[src/rtl/slice_buffer_responder.sv]
// Memory-side responder for the column-parity encoder: buffers one input
// state, serves the encoder by index, captures its results, unloads them.
//
// Ports:
//   clk, rst                 clock, async active-low reset
//   load_valid/data/ready    host slice stream in, slice 0 first
//   enc_start, enc_done      encoder start level and done input
//   cnt_value, line_out      encoder read index and combinational slice
//   write_enable/value       encoder result strobe and result slice
//   res_valid/data/ready     result slice stream out, slice 0 first
//   busy, err                not idle; sticky protocol error
module slice_buffer_responder #(
    parameter int SLICE_W = 25,
    parameter int DEPTH   = 64,
    parameter int ADDR_W  = 6
) (
    input  logic               clk,
    input  logic               rst,
    input  logic               load_valid,
    input  logic [SLICE_W-1:0] load_data,
    output logic               load_ready,
    output logic               enc_start,
    input  logic               enc_done,
    input  logic [ADDR_W-1:0]  cnt_value,
    output logic [SLICE_W-1:0] line_out,
    input  logic               write_enable,
    input  logic [SLICE_W-1:0] write_value,
    output logic               res_valid,
    output logic [SLICE_W-1:0] res_data,
    input  logic               res_ready,
    output logic               busy,
    output logic               err
);

    typedef enum logic [2:0] {
        S_IDLE,
        S_LOAD,
        S_RUN,
        S_DRAIN,
        S_UNLOAD
    } state_t;

    localparam logic [ADDR_W-1:0] LAST_ADDR = ADDR_W'(DEPTH - 1);
    localparam logic [ADDR_W:0]   CNT_FULL  = (ADDR_W + 1)'(DEPTH);

    state_t state;
    state_t state_nx;

    logic [SLICE_W-1:0] in_mem  [DEPTH];
    logic [SLICE_W-1:0] res_mem [DEPTH];

    logic [ADDR_W-1:0] wptr;
    logic [ADDR_W-1:0] rptr;
    // One bit wider than an address so it can sit at DEPTH (full)
    logic [ADDR_W:0]   cptr;
    logic [ADDR_W:0]   cptr_after;
    logic              we_d;

    logic load_fire;
    logic last_load;
    logic we_rise;
    logic cap_ok;
    logic res_fire;
    logic last_res;

    // Gated by rst so the host sees no ready while reset is held
    assign load_ready = rst & ((state == S_IDLE) | (state == S_LOAD));
    assign enc_start  = (state == S_RUN);
    assign busy       = (state != S_IDLE);
    assign line_out   = in_mem[cnt_value];

    assign load_fire  = load_valid & load_ready;
    assign last_load  = load_fire & (wptr == LAST_ADDR);
    // A held strobe counts once: only its rising edge captures
    assign we_rise    = write_enable & ~we_d;
    assign cap_ok     = (state == S_RUN) & we_rise & (cptr != CNT_FULL);
    assign cptr_after = cap_ok ? cptr + 1'b1 : cptr;
    assign res_fire   = res_valid & res_ready;
    assign last_res   = res_fire & (rptr == LAST_ADDR);

    always_ff @(posedge clk or negedge rst) begin
        if (!rst) begin
            state <= S_IDLE;
        end else begin
            state <= state_nx;
        end
    end

    always_comb begin
        state_nx = state;
        unique case (state)
            S_IDLE: begin
                if (load_fire) state_nx = S_LOAD;
            end
            S_LOAD: begin
                if (last_load) state_nx = S_RUN;
            end
            S_RUN: begin
                if (cptr_after == CNT_FULL || enc_done) state_nx = S_DRAIN;
            end
            // One cycle with start low so the encoder sees it fall
            S_DRAIN: begin
                state_nx = S_UNLOAD;
            end
            S_UNLOAD: begin
                if (last_res) state_nx = S_IDLE;
            end
            default: begin
                state_nx = S_IDLE;
            end
        endcase
    end

    always_ff @(posedge clk or negedge rst) begin
        if (!rst) begin
            wptr      <= '0;
            rptr      <= '0;
            cptr      <= '0;
            we_d      <= 1'b0;
            err       <= 1'b0;
            res_valid <= 1'b0;
            res_data  <= '0;
        end else begin
            we_d <= write_enable;

            if (load_fire) wptr <= wptr + 1'b1;

            if (state == S_LOAD && last_load) begin
                cptr <= '0;
            end else if (cap_ok) begin
                cptr <= cptr + 1'b1;
            end

            // Strobes outside RUN or past a full buffer are protocol errors
            if (we_rise && (state != S_RUN || cptr == CNT_FULL)) begin
                err <= 1'b1;
            end
            // Done before every slice came back: the tail is stale
            if (state == S_RUN && enc_done && cptr_after != CNT_FULL) begin
                err <= 1'b1;
            end

            if (state == S_DRAIN) begin
                rptr      <= '0;
                res_valid <= 1'b1;
                res_data  <= res_mem[0];
            end else if (state == S_UNLOAD && res_fire) begin
                if (last_res) begin
                    res_valid <= 1'b0;
                end else begin
                    rptr     <= rptr + 1'b1;
                    res_data <= res_mem[rptr + 1'b1];
                end
            end
        end
    end

    // Storage arrays carry no reset; contents are undefined after reset
    always_ff @(posedge clk) begin
        if (load_fire) in_mem[wptr] <= load_data;
        if (cap_ok) res_mem[cptr[ADDR_W-1:0]] <= write_value;
    end

endmodule

[config.mk]
export PLATFORM = sky130hd
export DESIGN_NAME = slice_buffer_responder
export DESIGN_NICKNAME = d
export VERILOG_FILES = /design/src/rtl/slice_buffer_responder.sv
export SDC_FILE = /design/constraint.sdc
export NUM_CORES = 2
export LEC_CHECK = 0
export CORE_AREA = 2 2 599 601
export DETAILED_ROUTE_END_ITERATION = 10
export DIE_AREA = 0 0 601 603
export GPL_TIMING_DRIVEN = 0
export HOLD_SLACK_MARGIN = 0.08
export SLEW_MARGIN = 5
export SYNTH_ARGS = -nofsm -noshare
export SYNTH_HDL_FRONTEND = slang
export SYNTH_SLANG_ARGS = --single-unit
[constraint.sdc]
create_clock -name clk -period 4.1 [get_ports clk]
set_input_delay 0.41 -clock clk [delete_from_list [all_inputs] [get_ports clk]]
set_output_delay 0.41 -clock clk [all_outputs]
set_load 0.05 [all_outputs]
# Yosys cells after proc, flatten, opt, wreduce, memory -nomap -nowiden
# Memory sizes are Yosys's and may differ from the RTL's.
# Index checks and enable logic that the tools add are counted.
# op_classes
add_sub_neg	3
eq_ne	16
muxes	22
bitwise_logic	10
n_reduce_logical	15
# op_table
operator	count
two-way mux 25 bit	3
two-way mux 6 bit	3
one-hot mux 3 bit (5 select lines)	1
== test 7 bit (second input constant)	2
two-way mux 7 bit	2
inequality test 7 bit (second input constant)	2
adder 6 x 1 -> 6 bit (second input constant)	2
== test 6 bit (second input constant)	2
two-way mux 3 bit	4
two-way mux 1 bit	9
AND 1 bit	8
adder 7 x 1 -> 7 bit (second input constant)	1
== test 3 x 2 -> 1 bit (second input constant)	2
inequality test 2 bit (second input constant)	3
nonzero test 2 bit	3
logical AND 1 bit	5
inequality test 2 x 1 -> 1 bit (second input constant)	2
AND reduction 2 bit	2
AND reduction 4 bit	1
== test 3 x 1 -> 1 bit (second input constant)	1
== test 3 bit (second input constant)	1
zero test 3 bit	1
inequality test 3 x 2 -> 1 bit (second input constant)	1
nonzero test 3 bit	1
other kinds (3)	4
# totals
ff_bits	50
ramBits	3200
input_bits	62
out_inout_bits	55
mem_count	2
# memory_table
memory	depth	width	rd	rd_clocked_by_memory_dff	write_ports	line	text
in_mem	64	25	1	0	1	49	logic [SLICE_W-1:0] in_mem [DEPTH];
res_mem	64	25	2	0	1	50	logic [SLICE_W-1:0] res_mem [DEPTH];

# Longest topological paths before layout
# depth
ltp_word	9
depth_mapped	11
ltp_nobuf	8

# Worst setup path before layout
# Ideal clock, no wire load.
# synth_timing
kind	reg-to-reg
start	reg state[0]
end	mem res_mem[59][0] (enable)
setup_time_ns	0.407
arrival_time_ns	3.829
required_time_ns	3.693
slack_ns	-0.136
path_stages_with_launch	7
path_cell_list	dfrtp_1 -> nor3b_1 -> o31a_1 -> nand2_1 -> nor2_1 -> nand3_1 -> nor2_1
# synth_between
elab_chain_cells	5
# synth_lines
element	line	text
start: declaration	46	state_t state;
start signal: assignment	85	state <= state_nx;
== test 3 x 2 -> 1 bit	--	
named net enc_start	22	output logic enc_start,
AND 1 bit (2 in a row)	76	assign cap_ok = (state == S_RUN) & we_rise & (cptr != CNT_FULL);
two-way mux 1 bit	161	if (cap_ok) res_mem[cptr[ADDR_W-1:0]] <= write_value;
two-way mux 1 bit (not written as such)	161	
end: declaration	50	
# The timed path passes the listed nets, and every way through them passes these cells.

# Worst setup path in the final report
# layout_timing
start	in rst
end	mem in_mem[28][15] (enable)
# layout_between
elab_chain_cells	4
# layout_lines
element	line	text
start: declaration	18	input logic rst,
AND 1 bit	67	assign load_ready = rst & ((state == S_IDLE) | (state == S_LOAD));
AND 1 bit	72	assign load_fire = load_valid & load_ready;
two-way mux 1 bit	160	if (load_fire) in_mem[wptr] <= load_data;
two-way mux 1 bit (not written as such)	160	
end: declaration	49	
# Every way passes these cells.

==> flow_metrics.py <==
metrics = {
    "placement": {
        "place_ws_ps": -1540,
        "gp_congestion": 0.940,
        "placed_area_um2": 136000,
        "io_buffers": 110,
        "place.detailed.hpwl_um": 220000,
    },
    "critical_path": {
        "path_class": "primary input to flip-flop",
        "crit_buf_inv": 4,
        "crit_family": "simple AND/OR/NAND/NOR gates",
        "reg2reg_depth": 8,
        "end_kind": "flip-flop",
        "cpMaxStageDelayCell": "nor2_4",
        "crit_chain": "dlygate4sd3_1 > buf_4 > nor3b_2 > and3_1 > clkbuf_1 > nand2_2 > nor2_4 > buf_16",
        "cp_data_required_time_ps": 4630,
        "cp-startpoint": "rst",
        "r2r-start": "rptr[1]",
        "startpoint_type": "primary input",
        "arrival_ps": 4690,
        "critPathMaxStageDelay_ps": 740,
        "crit_cells": 8,
        "critical_path_peak_fanout": 15,
    },
    "synthesis": {
        "yosysSeqAreaShare": 0.784,
        "syn_nets": 5232,
        "synth_common_cells": "3200 x edfxtp_1, 980 x mux4_2, 180 x nand2_1, 152 x nor2_1, 142 x clkbuf_1",
        "synth_edf_count": 3200,
        "synthTopCellsByArea": "edfxtp_1 77%, mux4_2 18%, dfrtp_1 1.0%",
        "synthCells": 5166,
        "synth_top_area_cell": "edfxtp_1",
        "async_flop_share": 0.0154,
        "syn_area_um2": 124000,
        "yosysUniqueCellTypes": 46,
        "yosysWarnings": 0,
        "synthFlopType": "edfxtp_1",
        "synth_top_area_share": 0.774,
        "synthMostInstantiatedCell": "edfxtp_1",
        "synth_area_per_cell_um2": 24.0,
        "ys_ff_latch": 3250,
    },
    "routing": {
        "drc": 0,
        "routedWlPerCell_um": 30.2,
        "vias_per_cell": 5.43,
        "detail-route-antenna-nets": 0,
        "routed_wl_um": 327000,
        "drtPass1Iterations": 6,
        "drtIter0Drc": 7862,
        "vias": 58900,
    },
    "sta": {
        "drv_slew": 0,
        "setup_tns_ps": -519,
        "whs_ps": 122,
        "grt_setup_unrepaired": "true",
        "fin_crit_ps": 4160,
        "layout_setup_ws_ps": -61.7,
        "fin_worst_skew_ps": 70.7,
        "hold_viol_final": 0,
        "timing.fmax_mhz": 240,
        "period_share": 1.02,
        "relSlewSlack": 0.0181,
        "setup_viol": 18,
        "worst_pin_slew_ps": 1470,
    },
    "floorplan": {
        "core_um2": 355000,
        "die_area_um2": 362000,
        "die_h_um": 603,
        "io_pins": 117,
        "initial_core_util": 0.349,
        "dieWidth_um": 601,
        "rows": 219,
    },
    "finish": {
        "final_area_um2": 147000,
        "final_nets": 5897,
        "multiInputGateArea_um2": 26700,
        "drive_gt1_frac": 0.331,
        "area_growth_pct": 18.6,
        "regArea_um2": 97300,
        "fillCellCount": 30400,
    },
    "global_routing": {
        "grt_use_met3": 0.0324,
        "grt.overflow.total": 0,
        "antenna_found_initial": 26,
        "first_global_vias": 58900,
        "grtUsageMet1": 0.246,
        "grt_use_met2": 0.282,
        "grt_pass1_wl_um": 458000,
        "grt_max_degree": 65,
        "grt_busiest_layer": "met2",
        "globalRouteTotalUtil": 0.177,
    },
    "power_and_ir_drop": {
        "comb_power_share": 0.169,
        "peakVddDrop_mv": 0.527,
        "intPower_w": 0.0590,
        "switching_share": 0.267,
        "clockPowerShare": 0.373,
        "power_w": 0.0805,
        "total_leakage_power_nw": 45.2,
        "p_seq_frac": 0.458,
        "powerDensity_nw_per_um2": 547,
        "netSwitchingPower_w": 0.0215,
    },
    "status": {
        "violations": "setup timing",
        "status": "finished with violations",
    },
    "clock_tree": {
        "clk_latency_ps": 880,
        "clk_pin_slew_worst_paths_ps": 60,
        "clk_path_buf_depth": 4,
        "cts_root_buffer": "clkbuf_16",
        "cts_tree": "built",
        "htreeDepth": 5,
        "cts_sinks": 3250,
        "cts_made_buffers": 336,
    },
    "job": {
        "cap_violations": 0,
    },
    "hold_path": {
        "hp-start": "load_data[19]",
        "hold_path_class": "primary input to flip-flop",
        "min_path_cells": 1,
    },
}
## routing by layer
layer	part of all wire	wire length [um]
met2	0.48	156000
met5	0.00018	58
met4	0.037	12100
met1	0.40	132000
met3	0.082	27000
## layout make-up
type,instances,area share
Sequential cell,3250,0.661
Inverter,6,0.000153
Clock inverter,194,0.0131
Buffer,283,0.00972
Clock buffer,398,0.0594
Timing Repair Buffer,319,0.0351
Multi-Input combinational cell,1635,0.181
Tap cell,4751,0.0404
Antenna cell,3,0.0000510
## kinds of logic after synthesis
kind of cell | Yosys count | synth area share
DFF | 3250 | 0.784
muxes | 1025 | 0.181
and+or+nand+nor | 487 | 0.0173
buffers and inverters | 289 | 0.0102
AOI/OAI and AO/OA | 93 | 0.00522
xor gates and xnor gates | 18 | 0.00127
adders and majority gates | 4 | 0.000403
## what timing repair did
action | in CTS | in global routing
endpoints found under the setup margin | 804 | 728
pin swaps | 4 | 8
hold endpoints to repair | 593 | 0
cloned | 4 | 4
resized for setup | 122 | 35
buffers inserted | 0 | 10
hold buffers | 33 | 0
## worst paths after layout
kind | slack, ps | to
setup / recovery | -60 | in_mem[28][15]
setup reg to reg | 10 | res_data[18]
min in group asynchronous | 410 | wptr[5]
max in group asynchronous | 3350 | res_data[18]
hold reg to reg | 510 | res_data[24]
hold / removal | 120 | in_mem[38][19]
## through the flow
stage                      util  instances
after floorplan               -       5166
after global placement    0.369      10000
after detailed placement  0.382      10200
after CTS                 0.414      10800
after global routing      0.414      10800
final                     0.414      10800
## power groups by stage
stage	sequential (W)	combinational (W)	clock, W
global route	0.0369	0.0140	0.0317
detailed placement	0.0376	0.0133	0
CTS	0.0369	0.0134	0.0304
global placement	0.0377	0.0131	0
floorplan	0.0378	0.00690	0
finish	0.0369	0.0136	0.0300
## flip-flops by register name (all words and copies together) (netlist names)
signal	count
cptr	7
err	1
in_mem	1600
res_data	25
res_mem	1600
res_valid	1
rptr	6
state	3
we_d	1
wptr	6
## layout by cell type (no fill, tap or decap), drive strengths merged, types with 5 or more instances in the layout
cell type,synthesis,final
a21oi,23,23
a31oi,5,5
a32oi,18,18
and3,20,20
buf,141,357
bufinv,0,37
clkbuf,142,547
clkdlybuf4s15,0,5
clkdlybuf4s50,0,34
clkinv,0,141
clkinvlp,0,10
dfrtp,50,50
dlygate4sd2,0,25
dlygate4sd3,0,32
edfxtp,3200,3200
inv,6,12
mux2,6,6
mux2i,39,39
mux4,980,980
nand2,180,180
nand3,73,73
nand3b,5,5
nand4,27,27
nor2,152,160
nor2b,6,6
o211ai,21,21
o21ai,10,10
or3,5,5
xnor2,11,11
xor2,7,7
## worst register-to-register path, cell delays in order (launching register included)
cell	delay [ps]
dfrtp_1	420
ha_1	290
buf_2	250
clkbuf_2	430
clkbuf_1	610
mux4_2	440
mux4_2	590
mux2i_1	710
o211ai_1	190
Power figures use the tool's default switching activity.
